### config.mk
export PLATFORM = sky130hd
export DESIGN_NAME = fifo_ptr_ctrl_flat
export DESIGN_NICKNAME = d
export VERILOG_FILES = /design/src/rtl/fifo_ptr_ctrl_if.sv /design/src/rtl/fifo_ptr_ctrl.sv /design/src/flat_wrapper.sv
export SDC_FILE = /design/constraint.sdc
export NUM_CORES = 1
export LEC_CHECK = 0
export BUFFER_PORTS_ARGS = -buffer_cell sky130_fd_sc_hd__clkbuf_2
export CORE_ASPECT_RATIO = 0.6
export CORE_UTILIZATION = 30
export CTS_BUF_LIST = sky130_fd_sc_hd__clkbuf_8
export DETAILED_ROUTE_END_ITERATION = 7
export PLACE_DENSITY_LB_ADDON = 0.2
export SYNTH_ARGS = -nofsm -noshare
export SYNTH_HDL_FRONTEND = slang
export SYNTH_SLANG_ARGS = --single-unit
### constraint.sdc
create_clock -name clk -period 3.5 [get_ports clk]
set_clock_uncertainty 0.2 [all_clocks]
set_input_delay 0.35 -clock clk [delete_from_list [all_inputs] [get_ports clk]]
set_output_delay 0.35 -clock clk [all_outputs]
set_load 0.05 [all_outputs]
### src/rtl/fifo_ptr_ctrl_if.sv
// Handshake and status bundle between a FIFO pointer controller and the logic that uses it.
// The controller takes the slave modport; the requester (and its storage) takes the master modport.
interface fifo_ptr_ctrl_if #(
    parameter int unsigned MAIN_SIZE = 4
) ();

    // Requests into the controller
    logic                 push;
    logic                 pop;

    // Storage strobes and addresses
    logic                 write;
    logic                 read;
    logic [MAIN_SIZE-1:0] wr_ptr;
    logic [MAIN_SIZE-1:0] rd_ptr;

    // Occupancy and status
    logic [MAIN_SIZE-1:0] count;
    logic                 full;
    logic                 empty;
    logic                 almost_full;
    logic                 almost_empty;
    logic                 overflow;
    logic                 underflow;

    modport slave (
        input  push,
        input  pop,
        output write,
        output read,
        output wr_ptr,
        output rd_ptr,
        output count,
        output full,
        output empty,
        output almost_full,
        output almost_empty,
        output overflow,
        output underflow
    );

    modport master (
        output push,
        output pop,
        input  write,
        input  read,
        input  wr_ptr,
        input  rd_ptr,
        input  count,
        input  full,
        input  empty,
        input  almost_full,
        input  almost_empty,
        input  overflow,
        input  underflow
    );

endinterface

### src/rtl/fifo_ptr_ctrl.sv
// FIFO pointer controller: owns the write/read addresses, the occupancy count and the
// status flags for an external storage array with a combinational read port.
// Optional feature: define FIFO_ALMOST_FLAGS_EN to enable the almost_full/almost_empty
// threshold decode; otherwise both flags are tied low and no threshold logic is built.
module fifo_ptr_ctrl #(
    parameter int unsigned DATA_SIZE = 8,
    parameter int unsigned MAIN_SIZE = 4,
    parameter int unsigned AF_LEVEL  = 3,
    parameter int unsigned AE_LEVEL  = 1
) (
    input logic            clk,
    input logic            reset,
    fifo_ptr_ctrl_if.slave bus
);

    // Pointers wrap at MAIN_SIZE-1; count needs to reach MAIN_SIZE, which fits in
    // MAIN_SIZE bits for any depth of 2 or more.
    localparam logic [MAIN_SIZE-1:0] LastIdx = MAIN_SIZE'(MAIN_SIZE - 1);
    localparam logic [MAIN_SIZE-1:0] FullCnt = MAIN_SIZE'(MAIN_SIZE);

    // Elaboration-time sanity checks on the configuration
    if (MAIN_SIZE < 2) begin : g_bad_main_size
        $error("fifo_ptr_ctrl: MAIN_SIZE must be at least 2");
    end
    if (DATA_SIZE == 0) begin : g_bad_data_size
        $error("fifo_ptr_ctrl: DATA_SIZE must be non-zero");
    end
    if ((AF_LEVEL > MAIN_SIZE) || (AE_LEVEL > MAIN_SIZE)) begin : g_bad_levels
        $error("fifo_ptr_ctrl: almost thresholds must not exceed MAIN_SIZE");
    end

    logic [MAIN_SIZE-1:0] wr_ptr_q, wr_ptr_d;
    logic [MAIN_SIZE-1:0] rd_ptr_q, rd_ptr_d;
    logic [MAIN_SIZE-1:0] count_q, count_d;
    logic                 overflow_q, overflow_d;
    logic                 underflow_q, underflow_d;

    logic full_raw;
    logic empty_raw;
    logic push_ok;
    logic pop_ok;

    assign full_raw  = (count_q == FullCnt);
    assign empty_raw = (count_q == '0);

    // Acceptance: a push into a full FIFO is allowed only when a pop frees the slot in the
    // same cycle. Nothing is accepted while reset is high so the storage never sees a strobe.
    always_comb begin
        push_ok = bus.push & (~full_raw | bus.pop) & ~reset;
        pop_ok  = bus.pop & ~empty_raw & ~reset;
    end

    // Next-state for pointers, occupancy and sticky error flags
    always_comb begin
        wr_ptr_d    = wr_ptr_q;
        rd_ptr_d    = rd_ptr_q;
        count_d     = count_q;
        overflow_d  = overflow_q;
        underflow_d = underflow_q;

        if (push_ok) begin
            wr_ptr_d = (wr_ptr_q == LastIdx) ? '0 : wr_ptr_q + 1'b1;
        end
        if (pop_ok) begin
            rd_ptr_d = (rd_ptr_q == LastIdx) ? '0 : rd_ptr_q + 1'b1;
        end

        case ({push_ok, pop_ok})
            2'b10:   count_d = count_q + 1'b1;
            2'b01:   count_d = count_q - 1'b1;
            default: count_d = count_q;
        endcase

        // A request that was made but not accepted is an error and stays recorded
        if (bus.push && !push_ok) begin
            overflow_d = 1'b1;
        end
        if (bus.pop && !pop_ok) begin
            underflow_d = 1'b1;
        end
    end

    // State registers with synchronous reset; reset drops all occupancy in one edge
    always_ff @(posedge clk) begin
        if (reset) begin
            wr_ptr_q    <= '0;
            rd_ptr_q    <= '0;
            count_q     <= '0;
            overflow_q  <= 1'b0;
            underflow_q <= 1'b0;
        end else begin
            wr_ptr_q    <= wr_ptr_d;
            rd_ptr_q    <= rd_ptr_d;
            count_q     <= count_d;
            overflow_q  <= overflow_d;
            underflow_q <= underflow_d;
        end
    end

    // Strobes and addresses; addresses always show the slot a strobe would use this cycle
    assign bus.write     = push_ok;
    assign bus.read      = pop_ok;
    assign bus.wr_ptr    = wr_ptr_q;
    assign bus.rd_ptr    = rd_ptr_q;
    assign bus.count     = count_q;
    assign bus.overflow  = overflow_q;
    assign bus.underflow = underflow_q;

    // Status decode from the registered count, forced to the empty view while in reset
    assign bus.full  = full_raw & ~reset;
    assign bus.empty = empty_raw | reset;

`ifdef FIFO_ALMOST_FLAGS_EN
    logic [31:0] count_ext;

    assign count_ext = 32'(count_q);

    // Threshold decode, compared at full integer width so any level setting is exact
    always_comb begin
        bus.almost_full  = (count_ext >= AF_LEVEL) & ~reset;
        bus.almost_empty = (count_ext <= AE_LEVEL) | reset;
    end
`else
    assign bus.almost_full  = 1'b0;
    assign bus.almost_empty = 1'b0;
`endif

endmodule
### src/flat_wrapper.sv
// flat-port wrapper written by rule: the top's interface ports become plain ports
module fifo_ptr_ctrl_flat 
#(
    parameter int unsigned DATA_SIZE = 8,
    parameter int unsigned MAIN_SIZE = 4,
    parameter int unsigned AF_LEVEL  = 3,
    parameter int unsigned AE_LEVEL  = 1
)
  (clk, reset, bus_push, bus_pop, bus_write, bus_read, bus_wr_ptr, bus_rd_ptr, bus_count, bus_full, bus_empty, bus_almost_full, bus_almost_empty, bus_overflow, bus_underflow);
  fifo_ptr_ctrl_if #(.MAIN_SIZE(MAIN_SIZE)) bus_i ();
  input logic clk;
  input logic reset;
  input wire logic [$bits(bus_i.push)-1:0] bus_push;
  input wire logic [$bits(bus_i.pop)-1:0] bus_pop;
  output wire logic [$bits(bus_i.write)-1:0] bus_write;
  output wire logic [$bits(bus_i.read)-1:0] bus_read;
  output wire logic [$bits(bus_i.wr_ptr)-1:0] bus_wr_ptr;
  output wire logic [$bits(bus_i.rd_ptr)-1:0] bus_rd_ptr;
  output wire logic [$bits(bus_i.count)-1:0] bus_count;
  output wire logic [$bits(bus_i.full)-1:0] bus_full;
  output wire logic [$bits(bus_i.empty)-1:0] bus_empty;
  output wire logic [$bits(bus_i.almost_full)-1:0] bus_almost_full;
  output wire logic [$bits(bus_i.almost_empty)-1:0] bus_almost_empty;
  output wire logic [$bits(bus_i.overflow)-1:0] bus_overflow;
  output wire logic [$bits(bus_i.underflow)-1:0] bus_underflow;
  assign bus_i.push = bus_push;
  assign bus_i.pop = bus_pop;
  assign bus_write = bus_i.write;
  assign bus_read = bus_i.read;
  assign bus_wr_ptr = bus_i.wr_ptr;
  assign bus_rd_ptr = bus_i.rd_ptr;
  assign bus_count = bus_i.count;
  assign bus_full = bus_i.full;
  assign bus_empty = bus_i.empty;
  assign bus_almost_full = bus_i.almost_full;
  assign bus_almost_empty = bus_i.almost_empty;
  assign bus_overflow = bus_i.overflow;
  assign bus_underflow = bus_i.underflow;
  fifo_ptr_ctrl #(.DATA_SIZE(DATA_SIZE), .MAIN_SIZE(MAIN_SIZE), .AF_LEVEL(AF_LEVEL), .AE_LEVEL(AE_LEVEL)) u_core (.clk(clk), .reset(reset), .bus(bus_i));
endmodule
==> flow_summary.json, run 1 <==
{
  "whs_path_depth": 3,
  "arrival_ps": 2860,
  "synth_cells": 85,
  "cts_tree": "built",
  "cp-startpoint": "u_core.bus.count[1]",
  "syn_to_final_growth_pct": 21.6,
  "dr.pass1.iters": 4,
  "die_h_um": 41.4,
  "status": "complete, no violations",
  "hold_buffers": 0,
  "ant_nets": 0,
  "synthMuxAreaShare_pct": 7.89,
  "drive_gt1_share_pct": 30.2,
  "final_nets": 116,
  "cts.clk_slew.worst_paths_ps": 50,
  "dp_hpwl_um": 1170,
  "synth-seq-cells": 14,
  "synth-xor-area-share_pct": 4.51,
  "diodes": 0,
  "vias_per_cell": 4.74,
  "yosys_warnings": 0,
  "start_kind": "flip-flop",
  "timing.rr.start": "u_core.bus.count[1]",
  "finalHoldViolCount": 0,
  "synthSimpleGateAreaFrac_pct": 22.9,
  "crit_type": "reg2reg",
  "avgSynthCellArea_um2": 9.14,
  "relSlewSlack_pct": 61.2,
  "setup_viol": 0,
  "core_mm2": 0.00231,
  "synth_edf_count": 0,
  "ctsResizeCount": 0,
  "cp_slowest_cell": "or4b_4",
  "cts_sinks": 14,
  "io_buffers": 21,
  "finalInstanceArea_um2": 945,
  "place_area_um2": 890,
  "cap_viol_max_count": 0,
  "synth_compound_area_share_pct": 15.3,
  "tns_ps": 0,
  "powerDensity_mw_per_mm2": 489,
  "synth_top_area_share_pct": 36.1,
  "grt_first_pass_wirelength_um": 2590,
  "critical_path_peak_fanout": 9,
  "max-vdd-ir-drop_mv": 0.185,
  "cts_buffer_depth": 2,
  "cts_buffers": 3,
  "critPathMaxStageDelay_ps": 600,
  "place_ws_ps": 627,
  "globalRouteOverflowTotal": 0,
  "p_total_uw": 462,
  "io_pins": 24,
  "initial_core_util_pct": 33.6,
  "die_area_mm2": 0.00280,
  "grt_max_degree": 20,
  "wirelength_um": 1560,
  "maxSlewViolCount": 0,
  "layout_setup_ws_ps": 607,
  "synthTopCellsByCount": "dfxtp_1, nor2_1, a21oi_1",
  "cp-end-kind": "flip-flop",
  "required_ps": 3470,
  "insertion_delay_ps": 240,
  "async_flop_share_pct": 0,
  "post-cts-setup-buffers": 0,
  "ys_types": 32,
  "clockRootBuffer": "clkbuf_8",
  "drc": 0,
  "fp-row-count": 13,
  "hp-start": "bus_push",
  "synthAdderAreaFrac_pct": 8.05,
  "die_w_um": 67.7,
  "synth-seq-area-share_pct": 36.1,
  "synth_flop_cell": "dfxtp_1",
  "n_fill_cell": 246,
  "rsz0062_at_grt": "false",
  "tightest_slew_ps": 580,
  "first_global_vias": 576,
  "grtUsageTotal_pct": 12.7,
  "synth_top_family_by_area": "simple AND/OR/NAND/NOR gates",
  "syn-cell-area_um2": 777,
  "drt_iter0_drc": 67,
  "synth_top_cell_by_area": "dfxtp_1",
  "num_vias": 645,
  "wl_per_cell_um": 11.4,
  "fmax_mhz": 346,
  "rr_worst_depth": 10,
  "leakagePower_nw": 0.444,
  "cts_max_level": 1,
  "crit_chain": "or4b_4 > o21ai_4 > or2_2 > ha_1 > xor2_1 > ha_1 > a21oi_1 > xor2_1 > or3_1 > a21oi_1",
  "routabilityCongestion": 0.748,
  "hold_class": "in2reg",
  "period_minus_slack_ps": 2890,
  "period_share_pct": 82.6,
  "antenna_found_initial": 0,
  "synthTopCellsByArea": "dfxtp_1, ha_1, nor2_1"
}
==> cells by family (layout without fill, tap and decap cells) <==
group,after synthesis,count (layout)
flip-flops,14,14
AND/OR/NAND/NOR,32,32
multiplexers,6,6
XOR/XNOR,4,4
AO/OA/AOI/OAI,17,17
buffers and inverters,6,26
adder cells (fa/ha/maj),5,5
other,1,2
==> stage by stage <==
| stage | util, % | hold slack (ps) | cells |
|---|---|---|---|
| floorplan | - | 291 | 86 |
| global placement | 38.5 | 249 | 132 |
| detailed placement | 38.5 | 266 | 132 |
| CTS | 40.9 | 241 | 136 |
| global route | 40.9 | 272 | 136 |
| finish | 40.9 | 239 | 136 |
==> critical path, delay by kind of cell (launching register included) <==
kind	cells	cell delay [ps]
AOI/OAI and AO/OA	3	380
xor gates and xnor gates	2	340
adders and majority gates	2	430
DFF	1	390
and+or+nand+nor	3	1070
==> cell type report <==
cell class / count / area (um^2) / area share (%)
multi-input combinational: 66 / 463 / 49.0
inverter: 1 / 3.75 / 0.397
tap: 30 / 37.5 / 3.97
clock buffer: 4 / 55.1 / 5.83
sequential: 14 / 280 / 29.7
timing repair buffer: 21 / 105 / 11.1
==> per-layer routing <==
metal / GRT usage [%] / wire length (um) / vias up
met5: 0 / 0 / -
met3: 6.59 / 118 / 2
li1: - / - / 339
met4: 2.55 / 8 / 0
met2: 16.6 / 617 / 20
met1: 18.0 / 813 / 284
==> registers in the layout (all words and copies together) (netlist names) <==
register / count
u_core.bus.count: 4
u_core.bus.rd_ptr: 4
u_core.bus.wr_ptr: 4
u_core.bus.overflow: 1
u_core.bus.underflow: 1
==> layout by cell type, fill, tap and decap left out, types with 2 or more instances in the layout <==
master and n:
clkbuf_2 21, nor2_1 14, dfxtp_1 14, a21oi_1 7, mux2i_1 5, ha_1 5, xor2_1 4, clkbuf_8 4
o21ai_0 3, nand2b_1 3, nand2_1 3, or2_2 2, nor2b_1 2, conb_1 2
==> worst paths after layout <==
| path | slack [ps] | endpoint |
|---|---|---|
| setup / recovery | 610 | u_core.bus.count[2] |
| hold / removal | 240 | u_core.bus.overflow |
| setup reg to reg | 610 | u_core.bus.count[2] |
| hold reg to reg | 270 | u_core.bus.overflow |
==> power by group <==
part / switching, mW / total, mW / internal, mW
registers: 0.0142 / 0.184 / 0.169
logic: 0.0890 / 0.124 / 0.0348
clock network: 0.0549 / 0.154 / 0.0995
total: 0.158 / 0.462 / 0.304
No activity file was read; power rests on OpenSTA's default activity.
==> run 2: changes to the inputs <==
--- a/config.mk
+++ b/config.mk
@@ -5,6 +5,7 @@
 export SDC_FILE = /design/constraint.sdc
 export NUM_CORES = 1
 export LEC_CHECK = 0
+export ABC_AREA = 1
 export BUFFER_PORTS_ARGS = -buffer_cell sky130_fd_sc_hd__clkbuf_2
 export CORE_ASPECT_RATIO = 0.6
 export CORE_UTILIZATION = 30
==> constraint.sdc (replaced) <==
create_clock -name clk -period 2.8 [get_ports clk]
set_clock_uncertainty 0.2 [all_clocks]
set_input_delay 0.28 -clock clk [delete_from_list [all_inputs] [get_ports clk]]
set_output_delay 0.28 -clock clk [all_outputs]
set_load 0.05 [all_outputs]
==> run 2 against run 1 <==
Effect of this change: via count is 14% higher; hold slack worse by 110 ps; sequential power is 32% higher; clock power is 27% higher; register-to-register slack worse by 60 ps; die area is 7.6% higher; worst setup slack worse by 55 ps; maximum frequency is 29% higher; critical path type unchanged; largest cell class unchanged.
==> flow_summary.json, run 2 <==
{
  "syn-cell-area_um2": 838,
  "yosysMostFrequentCell": "nand2_1",
  "cts_buffers": 3,
  "wirelength_um": 1680,
  "insertion_delay_ps": 240,
  "whs_ps": 128,
  "fp-row-count": 14,
  "arrival_ps": 2190,
  "synthAdderAreaFrac_pct": 7.46,
  "max-vdd-ir-drop_mv": 0.211,
  "p_seq_share_pct": 34.9,
  "critical_path_peak_fanout": 6,
  "routabilityCongestion": 0.765,
  "required_ps": 2740,
  "drive_gt1_share_pct": 32.6,
  "ctsResizeCount": 0,
  "io_pins": 24,
  "met1_length_um": 908,
  "p_total_uw": 697,
  "final_nets": 145,
  "cts_tree": "built",
  "instances_no_fill": 167,
  "clockRootBuffer": "clkbuf_8",
  "hp-start": "bus_push",
  "dp_hpwl_um": 1370,
  "start_kind": "flip-flop",
  "sw_frac_of_total_pct": 40.9,
  "cts_sinks": 14,
  "synth-xor-area-share_pct": 4.18,
  "synthTopCellsByCount": "nand2_1, dfxtp_1, inv_1, nor2_1",
  "powerDensity_mw_per_mm2": 686,
  "globalRouteOverflowTotal": 0,
  "die_h_um": 42.9,
  "crit_type": "reg2reg",
  "layout_setup_ws_ps": 552,
  "yosys_warnings": 0,
  "cp-end-kind": "flip-flop",
  "drc": 0,
  "internal-power_uw": 412,
  "synthSimpleGateAreaFrac_pct": 31.6,
  "setup_viol": 0,
  "synth_compound_area_share_pct": 12.8,
  "dr_wl_met3_um": 85,
  "antenna_found_initial": 0,
  "synth_edf_count": 0,
  "avgSynthCellArea_um2": 7.48,
  "post-cts-setup-buffers": 0,
  "syn_to_final_growth_pct": 21.2,
  "vias_per_cell": 4.41,
  "hold_buffers": 0,
  "io_buffers": 21,
  "leakagePower_nw": 0.507,
  "cap_viol_max_count": 0,
  "place_area_um2": 961,
  "dr_wl_met2_um": 680,
  "synth_top_family_by_area": "simple AND/OR/NAND/NOR gates",
  "grt_max_degree": 11,
  "dr.pass1.iters": 5,
  "finalHoldViolCount": 0,
  "dp.cells": 163,
  "synth-seq-cells": 14,
  "synth_top_area_share_pct": 33.4,
  "synth_flop_cell": "dfxtp_1",
  "fin_util_pct": 39.5,
  "cp-startpoint": "u_core.bus.count[0]",
  "fmax_mhz": 445,
  "synth_top_cell_by_area": "dfxtp_1",
  "cts.clk_slew.worst_paths_ps": 60,
  "die_area_mm2": 0.00302,
  "drt_iter0_drc": 18,
  "mostFrequentLayoutCell": "nand2_1",
  "num_vias": 737,
  "power.switching_uw": 285,
  "rsz0062_at_grt": "false",
  "tns_ps": 0,
  "async_flop_share_pct": 0,
  "core_mm2": 0.00257,
  "pwr-share-clk_pct": 28.0,
  "period_share_pct": 80.3,
  "maxSlewViolCount": 0,
  "ys_types": 24,
  "grt_first_pass_wirelength_um": 2750,
  "synth_cells": 112,
  "synthMuxAreaShare_pct": 0,
  "wl_per_cell_um": 10.1,
  "cts_max_level": 1,
  "initial_core_util_pct": 32.6,
  "cts_buffer_depth": 2,
  "ant_nets": 0,
  "top_layer_used": "met4",
  "synthTopCellsByArea": "dfxtp_1, nand2_1, ha_1",
  "diodes": 0,
  "die_w_um": 70.2,
  "combPwrFrac_pct": 37.1,
  "first_global_vias": 614,
  "hold_class": "in2reg",
  "period_minus_slack_ps": 2250,
  "status": "complete, no violations",
  "synth-seq-area-share_pct": 33.4,
  "place_ws_ps": 410,
  "final_cell_mix": "nand2_1, clkbuf_2, dfxtp_1",
  "grtUsageTotal_pct": 12.1,
  "finalInstanceArea_mm2": 0.00102,
  "timing.rr.start": "u_core.bus.count[0]"
}
-- run 2: changes by cell type after synthesis, moves of 4 or more --
cell	previous run	this run
nand2_1	3	24
mux2i_1	5	0
a21oi_2	0	4
inv_2	0	4
nand3_1	0	7
nor2_1	14	10
inv_1	1	10
-- run 2: power by group through the flow --
| stage | Clock [mW] | Combinational [mW] | Sequential (mW) |
|---|---|---|---|
| floorplan | 0 | 0.148 | 0.310 |
| global placement | 0 | 0.259 | 0.248 |
| detailed placement | 0 | 0.260 | 0.248 |
| CTS | 0.204 | 0.260 | 0.244 |
| global route | 0.215 | 0.280 | 0.247 |
| finish | 0.195 | 0.258 | 0.243 |
-- run 2: routing by layer --
| layer | vias up | GRT usage, % |
|---|---|---|
| met5 | - | 0 |
| met4 | 0 | 2.40 |
| li1 | 402 | - |
| met1 | 315 | 17.0 |
| met3 | 2 | 5.94 |
| met2 | 18 | 16.4 |
-- run 2: logic make-up (layout without fill, tap and decap cells) --
logic type | count (synthesis) | in the layout
DFF | 14 | 14
buffers and inverters | 18 | 40
and+or+nand+nor | 52 | 52
adders and majority gates | 5 | 5
other | 1 | 2
AOI/OAI and AO/OA | 18 | 18
xor gates and xnor gates | 4 | 4
-- run 2: cell type report --
cell class,count,area [um^2]
clock buffer,4,55.1
fill,274,1560
inverter,15,57.6
multi-input combinational,81,478
sequential,14,280
tap,32,40.0
timing repair buffer,21,105
-- run 2: final timing paths --
check	cells past startpoint	to	slack, ps
min reg2reg	2	u_core.bus.overflow	270
max reg2reg	12	u_core.bus.count[2]	550
max	12	u_core.bus.count[2]	550
min	3	u_core.bus.overflow	130
-- run 2: worst max-delay path, stage by stage, from the launching register on --
cell,delay (ps)
dfxtp_1,370
nor2_2,190
nand3_2,120
nand3_4,120
inv_2,80
ha_1,240
nor2_1,180
nor2_4,60
ha_1,170
a21oi_1,150
xnor2_1,80
o21ai_0,130
inv_1,50
==> run 3: changes to the inputs <==
--- a/config.mk
+++ b/config.mk
@@ -5,7 +5,7 @@
 export SDC_FILE = /design/constraint.sdc
 export NUM_CORES = 1
 export LEC_CHECK = 0
-export ABC_AREA = 1
+export ABC_AREA = 0
 export BUFFER_PORTS_ARGS = -buffer_cell sky130_fd_sc_hd__clkbuf_2
 export CORE_ASPECT_RATIO = 0.6
 export CORE_UTILIZATION = 30
==> constraint.sdc (replaced) <==
create_clock -name clk -period 2.3 [get_ports clk]
set_clock_uncertainty 0.2 [all_clocks]
set_input_delay 0.23 -clock clk [delete_from_list [all_inputs] [get_ports clk]]
set_output_delay 0.23 -clock clk [all_outputs]
set_load 0.05 [all_outputs]
==> run 3 against run 2 <==
Effect of this change: the flow now finishes with violations (negative setup slack); first-iteration DRC count decreased by 44%; sequential share of layout area decreased by 3.1 points; critical path depth decreased by 2; hold slack got worse by 2.1 ps; worst setup slack got worse by 770 ps; flip-flop and latch count unchanged; via count decreased by 1.5%; largest cell class unchanged; largest power group unchanged.
==> flow_summary.json, run 3 (synthesized netlist as in run 1, its figures left out) <==
{
  "status": "complete, but fails checks",
  "violations": "negative setup slack",
  "internal-power_uw": 517,
  "die_w_um": 67.7,
  "grt_max_degree": 12,
  "routabilityCongestion": 0.703,
  "vias_per_cell": 4.68,
  "powerDensity_mw_per_mm2": 660,
  "period_minus_slack_ps": 2510,
  "die_area_mm2": 0.00280,
  "rrSetupSlack_ps": -210,
  "start_kind": "flip-flop",
  "grt_first_pass_wirelength_um": 3110,
  "final_cell_mix": "clkbuf_2, buf_4, nor2_1",
  "top_layer_used": "met4",
  "drt_iter0_drc": 10,
  "setup_viol": 3,
  "maxSlewViolCount": 0,
  "cts.clk_slew.worst_paths_ps": 60,
  "cts_max_level": 1,
  "syn_to_final_growth_pct": 53.9,
  "drive_gt1_share_pct": 52.0,
  "initial_core_util_pct": 33.6,
  "dr_wl_met2_um": 838,
  "antenna_found_initial": 0,
  "pwr-share-clk_pct": 30.7,
  "p_total_uw": 789,
  "io_buffers": 21,
  "fmax_mhz": 398,
  "die_h_um": 41.4,
  "layout_setup_ws_ps": -214,
  "met1_length_um": 993,
  "leakagePower_nw": 0.563,
  "dr_wl_met3_um": 87,
  "crit_type": "reg2reg",
  "final_nets": 135,
  "p_seq_share_pct": 34.1,
  "dp_hpwl_um": 1390,
  "cp-end-kind": "flip-flop",
  "place_area_mm2": 0.00103,
  "grtUsageTotal_pct": 15.3,
  "max-vdd-ir-drop_mv": 0.265,
  "core_mm2": 0.00231,
  "hold_buffers": 0,
  "arrival_ps": 2490,
  "fin_util_pct": 51.8,
  "cts_buffers": 3,
  "instances_no_fill": 155,
  "tns_ps": -473,
  "wirelength_um": 1950,
  "first_global_vias": 671,
  "sw_frac_of_total_pct": 34.5,
  "dp.cells": 146,
  "globalRouteOverflowTotal": 0,
  "critical_path_peak_fanout": 2,
  "period_share_pct": 109,
  "hold_class": "in2reg",
  "diodes": 0,
  "clockRootBuffer": "clkbuf_8",
  "insertion_delay_ps": 250,
  "dr.pass1.iters": 4,
  "combPwrFrac_pct": 35.1,
  "num_vias": 726,
  "cap_viol_max_count": 0,
  "cts_tree": "built",
  "cts_sinks": 14,
  "mostFrequentLayoutCell": "clkbuf_2",
  "finalHoldViolCount": 0,
  "ant_nets": 0,
  "drc": 0,
  "required_ps": 2280,
  "fp-row-count": 13,
  "io_pins": 24,
  "n_fill_cell": 240,
  "rsz0062_at_grt": "true",
  "finalInstanceArea_mm2": 0.00120,
  "power.switching_uw": 272,
  "wl_per_cell_um": 12.6,
  "cts_buffer_depth": 2
}
-- run 3: layout make-up --
| cell class | count | area, um^2 | area share, % |
|---|---|---|---|
| flip-flops and latches | 14 | 293 | 24.5 |
| multi-input cells | 66 | 542 | 45.3 |
| well taps | 30 | 37.5 | 3.14 |
| repair buffers | 40 | 265 | 22.2 |
| inverters | 1 | 3.75 | 0.314 |
| clock buffers | 4 | 55.1 | 4.60 |
-- run 3: final timing paths --
| path | startpoint | to | depth (start not counted) |
|---|---|---|---|
| min reg2reg | u_core.bus.underflow | u_core.bus.underflow | 2 |
| min | bus_push | u_core.bus.overflow | 3 |
| max reg2reg | u_core.bus.count[1] | u_core.bus.count[2] | 10 |
| max | u_core.bus.count[1] | u_core.bus.count[2] | 10 |
-- run 3: critical path, cell delays in order (launching register included) --
cell and delay (ps):
dfxtp_4 340, or4b_4 530, o21ai_4 150, or2_4 150
ha_4 150, xor2_2 130, ha_2 190, a21oi_2 40
xor2_1 140, or3_1 310, a21oi_1 120
-- run 3: per-stage QoR --
stage | setup slack [ps] | hold WS, ps
floorplan | -564 | 171
global placement | -209 | 255
detailed placement | -266 | 258
CTS | -246 | 128
global route | -327 | 157
finish | -214 | 126
-- run 3: what timing repair did --
item                                   CTS  global route
cloned                                   0             0
buffers inserted                         3             2
endpoints found under the hold margin    0             0
setup endpoints to repair                3             5
pin swaps                                6             5
gates resized for setup                  8             7
-- run 3: power groups by stage --
stage / logic, mW / clock network, mW / registers (mW)
after floorplan: 0.122 / 0 / 0.333
after global placement: 0.249 / 0 / 0.274
after detailed placement: 0.250 / 0 / 0.275
after CTS: 0.264 / 0.246 / 0.270
after global routing: 0.297 / 0.259 / 0.271
final: 0.277 / 0.242 / 0.270
-- run 3: per-layer routing --
metal | track usage, % | vias to the layer above
met5 | 0 | -
met1 | 19.7 | 332
met2 | 22.0 | 17
li1 | - | 371
met4 | 6.38 | 0
met3 | 6.59 | 6
